<file path="config.mk">
export PLATFORM = sky130hd
export DESIGN_NAME = pipe_hazard_ctrl
export DESIGN_NICKNAME = d
export VERILOG_FILES = /design/src/rtl/pipe_hazard_ctrl_pkg.sv /design/src/rtl/pipe_hazard_ctrl_fwd.sv /design/src/rtl/pipe_hazard_ctrl.sv
export SDC_FILE = /design/constraint.sdc
export NUM_CORES = 1
export LEC_CHECK = 0
export ABC_CLOCK_PERIOD_IN_PS = 2000
export BUFFER_PORTS_ARGS = -buffer_cell sky130_fd_sc_hd__buf_2
export CORE_MARGIN = 2
export CORE_UTILIZATION = 39
export DETAILED_ROUTE_END_ITERATION = 12
export PLACE_DENSITY = 0.72
export SLEW_MARGIN = 5
export SYNTH_ARGS = -nofsm -noshare
export SYNTH_HDL_FRONTEND = slang
export SYNTH_SLANG_ARGS = --single-unit
export TNS_END_PERCENT = 5
</file>
<file path="constraint.sdc">
create_clock -name clk -period 2 [get_ports clk]
set_input_delay 0.4 -clock clk [delete_from_list [all_inputs] [get_ports clk]]
set_output_delay 0.4 -clock clk [all_outputs]
set_load 0.05 [all_outputs]
</file>
<file path="src/rtl/pipe_hazard_ctrl_pkg.sv">
// rtl/pipe_hazard_ctrl_pkg.sv - shared constants, state type and forwarding helper
package pipe_hazard_ctrl_pkg;

  // ALU operand source selects
  localparam logic [1:0] FWD_RF = 2'b00;  // register file value
  localparam logic [1:0] FWD_W  = 2'b01;  // result from Writeback
  localparam logic [1:0] FWD_M  = 2'b10;  // result from Memory

  // Hazard controller state
  typedef enum logic {
    ST_RUN      = 1'b0,
    ST_MEM_WAIT = 1'b1
  } hz_state_t;

  // Operand source for one Execute-stage source register. The younger
  // producer (Memory) wins over Writeback; x0 never forwards.
  function automatic logic [1:0] fwd_sel(
    input logic [4:0] rs,
    input logic       wr_m,
    input logic [4:0] rd_m,
    input logic       wr_w,
    input logic [4:0] rd_w
  );
    logic [1:0] sel;
    sel = FWD_RF;
    if (wr_m && (rd_m != 5'd0) && (rd_m == rs)) begin
      sel = FWD_M;
    end else if (wr_w && (rd_w != 5'd0) && (rd_w == rs)) begin
      sel = FWD_W;
    end
    return sel;
  endfunction

endpackage

</file>
<file path="src/rtl/pipe_hazard_ctrl_fwd.sv">
// rtl/pipe_hazard_ctrl_fwd.sv - combinational ALU operand forwarding unit
module pipe_fwd_unit
  import pipe_hazard_ctrl_pkg::*;
(
  input  logic [4:0] rs1_e,
  input  logic [4:0] rs2_e,
  input  logic [4:0] rd_m,
  input  logic [4:0] rd_w,
  input  logic       regwrite_m,
  input  logic       regwrite_w,
  output logic [1:0] fwd_a_e,
  output logic [1:0] fwd_b_e
);

  // Pick each operand source independently; no state, so the selects stay
  // valid even while the hazard controller is held in reset.
  always_comb begin
    fwd_a_e = fwd_sel(rs1_e, regwrite_m, rd_m, regwrite_w, rd_w);
    fwd_b_e = fwd_sel(rs2_e, regwrite_m, rd_m, regwrite_w, rd_w);
  end

endmodule

</file>
<file path="src/rtl/pipe_hazard_ctrl.sv">
// rtl/pipe_hazard_ctrl.sv - pipeline stall/flush/forward control with memory-wait FSM
module pipe_hazard_ctrl
  import pipe_hazard_ctrl_pkg::*;
#(
  parameter int MEM_TIMEOUT = 16,
  parameter int CNT_W       = 16
) (
  input  logic             clk,
  input  logic             rst_n,
  input  logic [4:0]       rs1_d,
  input  logic [4:0]       rs2_d,
  input  logic [4:0]       rs1_e,
  input  logic [4:0]       rs2_e,
  input  logic [4:0]       rd_e,
  input  logic [4:0]       rd_m,
  input  logic [4:0]       rd_w,
  input  logic             load_e,
  input  logic             regwrite_m,
  input  logic             regwrite_w,
  input  logic             pc_src_e,
  input  logic             mem_req_m,
  input  logic             mem_ready,
  output logic             stall_f,
  output logic             stall_d,
  output logic             stall_e,
  output logic             stall_m,
  output logic             flush_d,
  output logic             flush_e,
  output logic [1:0]       fwd_a_e,
  output logic [1:0]       fwd_b_e,
  output logic             mem_timeout,
  output logic [CNT_W-1:0] stall_cnt
);

  localparam int WAIT_W = $clog2(MEM_TIMEOUT + 1);

  hz_state_t         r_state;
  hz_state_t         w_state_nxt;
  logic [WAIT_W-1:0] r_wait_cnt;
  logic [WAIT_W-1:0] w_wait_inc;
  logic              r_flush_pend;
  logic              r_mem_timeout;
  logic [CNT_W-1:0]  r_stall_cnt;

  logic w_mem_miss;
  logic w_load_use;
  logic w_tmo_hit;
  logic w_mem_stall;
  logic w_stall_fd;
  logic w_flush_d;
  logic w_flush_e;
  logic w_wait_clr;
  logic w_wait_en;
  logic w_pend_set;
  logic w_pend_clr;
  logic w_tmo_set;
  logic w_stall_f;

  pipe_fwd_unit u_fwd (
    .rs1_e      (rs1_e),
    .rs2_e      (rs2_e),
    .rd_m       (rd_m),
    .rd_w       (rd_w),
    .regwrite_m (regwrite_m),
    .regwrite_w (regwrite_w),
    .fwd_a_e    (fwd_a_e),
    .fwd_b_e    (fwd_b_e)
  );

  assign w_mem_miss = mem_req_m & ~mem_ready;
  assign w_load_use = load_e & (rd_e != 5'd0) & ((rd_e == rs1_d) | (rd_e == rs2_d));
  assign w_wait_inc = r_wait_cnt + WAIT_W'(1);
  assign w_tmo_hit  = (w_wait_inc == WAIT_W'(MEM_TIMEOUT));

  // Next state and stall/flush decisions. A memory stall dominates; a taken
  // branch (live or remembered across a memory stall) dominates load-use.
  always_comb begin
    w_state_nxt = r_state;
    w_mem_stall = 1'b0;
    w_stall_fd  = 1'b0;
    w_flush_d   = 1'b0;
    w_flush_e   = 1'b0;
    w_wait_clr  = 1'b0;
    w_wait_en   = 1'b0;
    w_pend_set  = 1'b0;
    w_pend_clr  = 1'b0;
    w_tmo_set   = 1'b0;
    case (r_state)
      ST_RUN: begin
        if (w_mem_miss) begin
          // Stall in the very cycle the miss is seen, not one cycle later.
          w_mem_stall = 1'b1;
          w_state_nxt = ST_MEM_WAIT;
          w_wait_clr  = 1'b1;
          w_pend_set  = pc_src_e;
        end else begin
          w_pend_clr = 1'b1;
          if (pc_src_e || r_flush_pend) begin
            w_flush_d = 1'b1;
            w_flush_e = 1'b1;
          end else if (w_load_use) begin
            w_stall_fd = 1'b1;
            w_flush_e  = 1'b1;
          end
        end
      end
      ST_MEM_WAIT: begin
        // A branch seen while waiting is replayed as a flush once running.
        w_pend_set = pc_src_e;
        if (mem_ready) begin
          // Access completes this cycle, so the pipeline may advance now.
          w_state_nxt = ST_RUN;
        end else begin
          w_mem_stall = 1'b1;
          w_wait_en   = 1'b1;
          if (w_tmo_hit) begin
            w_tmo_set   = 1'b1;
            w_state_nxt = ST_RUN;
          end
        end
      end
      default: begin
        w_state_nxt = ST_RUN;
      end
    endcase
  end

  assign w_stall_f = w_mem_stall | w_stall_fd;

  // Controls are forced low while reset is held so a pending stall cannot
  // freeze the pipeline through reset.
  assign stall_f     = rst_n & w_stall_f;
  assign stall_d     = rst_n & w_stall_f;
  assign stall_e     = rst_n & w_mem_stall;
  assign stall_m     = rst_n & w_mem_stall;
  assign flush_d     = rst_n & w_flush_d;
  assign flush_e     = rst_n & w_flush_e;
  assign mem_timeout = r_mem_timeout;
  assign stall_cnt   = r_stall_cnt;

  // State register
  always_ff @(posedge clk or negedge rst_n) begin
    if (!rst_n) begin
      r_state <= ST_RUN;
    end else begin
      r_state <= w_state_nxt;
    end
  end

  // Memory wait counter: restarted on every entry to the wait state
  always_ff @(posedge clk or negedge rst_n) begin
    if (!rst_n) begin
      r_wait_cnt <= '0;
    end else if (w_wait_clr) begin
      r_wait_cnt <= '0;
    end else if (w_wait_en) begin
      r_wait_cnt <= w_wait_inc;
    end
  end

  // Branch remembered across a memory stall
  always_ff @(posedge clk or negedge rst_n) begin
    if (!rst_n) begin
      r_flush_pend <= 1'b0;
    end else if (w_pend_set) begin
      r_flush_pend <= 1'b1;
    end else if (w_pend_clr) begin
      r_flush_pend <= 1'b0;
    end
  end

  // Sticky timeout flag, cleared only by reset
  always_ff @(posedge clk or negedge rst_n) begin
    if (!rst_n) begin
      r_mem_timeout <= 1'b0;
    end else if (w_tmo_set) begin
      r_mem_timeout <= 1'b1;
    end
  end

  // Saturating count of fetch-stall cycles
  always_ff @(posedge clk or negedge rst_n) begin
    if (!rst_n) begin
      r_stall_cnt <= '0;
    end else if (w_stall_f && (r_stall_cnt != {CNT_W{1'b1}})) begin
      r_stall_cnt <= r_stall_cnt + CNT_W'(1);
    end
  end

endmodule

</file>
Word-level counts from Yosys, hierarchy flattened:

Cells that the tools add are included.

* $add $sub $neg: 2
* equal/unequal tests: 8
* muxes and demuxes: 33
* bitwise gates (word level): 11
* reduce and logical (&&, ||, !) cells: 13

Operators by type and width (number)
* $eq 5x5->1: 6
* $mux 1: 26
* $add 16x1->16 const B: 1
* $ne 16x16->1 const B: 1
* $reduce_bool 5->1: 3
* $mux 5: 2
* $and 1x1->1: 7
* $logic_and 1x1->1: 7
* $pmux 1 s2: 3
* $add 5x1->5 const B: 1
* $eq 5x5->1 const B: 1
* $mux 2: 2
* $reduce_bool 2->1: 2
* $not 1->1: 2
* $or 1x1->1: 2
* $logic_or 1x1->1: 1

* register bits after elaboration: 24
* output and inout bits: 27
* logic and storage cells: 72

Longest topological paths before layout:

* depth after elaboration: 9
* mapped depth: 7
* mapped depth without buffers: 7

By module:

Synthesis repeated with hierarchy kept, for this count alone.

* cell total of the unflattened synthesis: 175
* area, all modules: 1625.3 um^2

Modules (own cells, without submodules)
* pipe_hazard_ctrl: times used 1, cells each 141, area each 1367.6 um^2
* pipe_fwd_unit: times used 1, cells each 34, area each 257.7 um^2

Worst setup path after synthesis:

OpenSTA, ideal clock, no wires.

* kind: input to output
* from: input port rd_m[1]
* to: output port fwd_a_e[0]
* arrival: 2.977 ns
* path slack: -1.377 ns
* stages on the path: 4
* cell sequence: or4_1 > o21ai_0 > nor4_1 > nor4_1

* word-level cells in the longest chain between the ends: 4
* elaborated cells on any way between the ends: 5
* those cells by class: 1 x eq/ne; 1 x mux; 3 x reduce/logical

Ends and longest elaborated chain
* from (decl): RTL line pipe_hazard_ctrl.sv:15 `input logic [4:0] rd_m,`
* $reduce_bool 5->1: RTL line pipe_hazard_ctrl_pkg.sv:26 `if (wr_m && (rd_m != 5'd0) && (rd_m == rs)) begin`
* $logic_and 1x1->1: RTL line pipe_hazard_ctrl_pkg.sv:26
* $logic_and 1x1->1 *: RTL line pipe_hazard_ctrl_pkg.sv:26
* $mux 2 *: RTL line pipe_hazard_ctrl_pkg.sv:26
* to (decl): RTL line pipe_hazard_ctrl.sv:29 `output logic [1:0] fwd_a_e,`

Mark *: on every way between the ends. The rest lies on a longest branch, timed or not.

Worst setup path after layout:

Ends and elaborated chain as after synthesis.

==> metrics <==
post-synthesis cell type count 33; Seq/Total Area, Yosys between 30% and 40%; crit path DAT 1.80 ns; Die Y approximately 69 um; Tot GR Track Use about a fifth; commonest cells after routing, fill and taps aside buf_2, xor2_1, buf_4; critical path required time 1.60 ns; most common cell after layout, fill and taps aside buf_2; slew margin rel. between 70% and 80%; CP max stage cell or4_4; Final Cell Area about 2400 sq um; failing checks negative setup slack; CTS max path bufs 2; syn nets 218; Worst Max-Slew Pin Slew 0.321 ns; RSZ-0062 raised after global routing true; layout cell share with drive strength beyond 1 approximately 45%; CP delay by family, top simple AND/OR/NAND/NOR gates; Setup Skew between 0.005 and 0.006 ns; H-tree depth 1; NumNets Final 318; remaining antenna violation count after routing 0; outcome complete, but fails checks; Area Overhead vs Synth 49.6%; worst-path maximum fanout 2; maximum vdd ir drop 0.680 mV; Root Buffer clkbuf_8; vias per cell approximately 4.9; CP endpoint kind primary output; Pwr Density 712 nW/um^2; fin crit share 110%; GR Overflow Total 0; f_max approximately 0.45 GHz; Synth Flop Type dfrtp_1; count of final hold-check violations 0; Hold WS 0.138 ns; Cell Area, Placed 2290 sq um; number of diodes 0; Syn Area/Cell around 9.5 sq um; fillers 342; leak pwr 0.00124 uW; IO buf count 69; Clk Latency, worst-skew pair 0.26 ns; max_cap viols 0; CTS tree built; DRC 0; Critical Path Max Stage Delay around 0.55 ns; Util after Layout 60.9%; Final Max Tran Viols 0; FFs w/ async S/R, synth 100%; routed vias 1576; initial antenna violation count 0; Worst-path clk slew 0.08 ns; placed wire-length estimate 3.47 mm; Die ar. 4710 sq um; First DRT Iteration DRCs 74; Yosys warning total 0; largest net degree at the start of global routing 13; cts bufs inserted 3; Core Region 4000 sq um; die width 68.6 um; count of final setup violators 5; GP Congestion 0.857; crit path cell chain buf_6, or4_4, o21ai_4, nor4_4, nor4_4, buf_6; DRT Pass-1 Iters 4; Post-synth EDFFs 0; register area 602 sq um; clk sinks 24; Post-Route WL about 4.3 mm; Initial Util 40.7%; vias in the first global route 1501; Post-Syn Instances 172; Final min period 2.20 ns; area of the mapped netlist 1630 sq um; WS Path Type input port to primary output; Core Rows 23; Cells after DPL 315; Hold Crit Class input port to async pin; average wire per standard cell between 10 and 15 um; Pwr Total 1730 uW; Non-Filler Instances 320; worst setup margin -0.202 ns; flip-flop and latch count after synthesis 24; CP bufs+invs 2; area of the multi-input gates 1100 sq um; first-pass GRT wire length 6.76 mm; # IOs 70; crit start category input port
## routing by layer
metal	GRT usage [%]	wire length, um	up-vias
met4	4.25	10	0
li1	-	-	795
met3	2.60	120	2
met1	25.3	1840	753
met2	32.6	2340	26
met5	0	0	-
## worst reg2reg max path, stage by stage (launching register included)
cell,delay [ns]
dfrtp_1,0.42
and3_1,0.22
and3_1,0.22
nand4_1,0.27
nor2b_1,0.24
mux2_2,0.35
## flip-flops by register name (all words and copies together) (netlist names)
| register | flops |
|---|---|
| mem_timeout | 1 |
| r_flush_pend | 1 |
| r_state | 1 |
| r_wait_cnt | 5 |
| stall_cnt | 16 |
## final timing paths
| path | slack (ns) | depth (start not counted) | startpoint | end |
|---|---|---|---|---|
| setup / recovery | -0.20 | 6 | rd_m[1] | fwd_a_e[0] |
| hold / removal | 0.14 | 2 | rst_n | mem_timeout |
| setup reg to reg | 0.17 | 5 | stall_cnt[8] | stall_cnt[1] |
| hold reg to reg | 0.46 | 1 | mem_timeout | mem_timeout |
| max in group asynchronous | 1.20 | 2 | rst_n | stall_cnt[13] |
| min in group clk | 0.46 | 1 | mem_timeout | mem_timeout |
## cell usage after synthesis (4+ instances only)
cell	number	area share, %
xor2_1	39	21
dfrtp_1	24	37
nand2_1	18	4.2
nor2_1	17	3.9
nand3_1	8	2.5
o21ai_0	7	2.2
xnor2_1	7	3.8
or4_1	5	2.3
nor3_1	4	1.2
nor4_1	4	1.5
## logic make-up (layout without fill, tap and decap cells)
| kind of cell | count (synthesis) | count (layout) | share of synthesized area [%] |
|---|---|---|---|
| buf+inv | 5 | 103 | 2.08 |
| simple gates | 74 | 74 | 25.5 |
| mux | 1 | 1 | 0.692 |
| flops | 24 | 24 | 36.9 |
| fa+ha+maj | 3 | 3 | 2.31 |
| compound gates | 19 | 19 | 7.76 |
| xor+xnor | 46 | 46 | 24.8 |
## per-stage QoR
| stage | setup WS (ns) | TNS [ns] |
|---|---|---|
| 2_1_floorplan | -0.265 | -1.63 |
| 3_3_place_gp | -0.228 | -2.14 |
| 3_5_place_dp | -0.264 | -2.36 |
| 4_1_cts | -0.164 | -0.510 |
| 5_1_grt | -0.259 | -0.976 |
| 6_report | -0.202 | -0.571 |
## where the power goes
part           internal (uW)  switching (uW)
Combinational            257             511
Sequential               575             114
Clock                    134             142
Total                    967             767
## repair_timing
action	in CTS	in global routing
resized for setup	16	10
hold endpoints to repair	5	0
endpoints found under the setup margin	7	11
buffers inserted	0	1
pin swaps	0	4
hold buffers	1	0
## final cells by class
cell class | count | share of cell area [%]
multi-input combinational | 143 | 45.3
timing repair buffer | 98 | 25.4
sequential | 24 | 24.7
tap | 50 | 2.57
clock buffer | 3 | 1.70
inverter | 2 | 0.308
(Power assumes the default switching activity.)
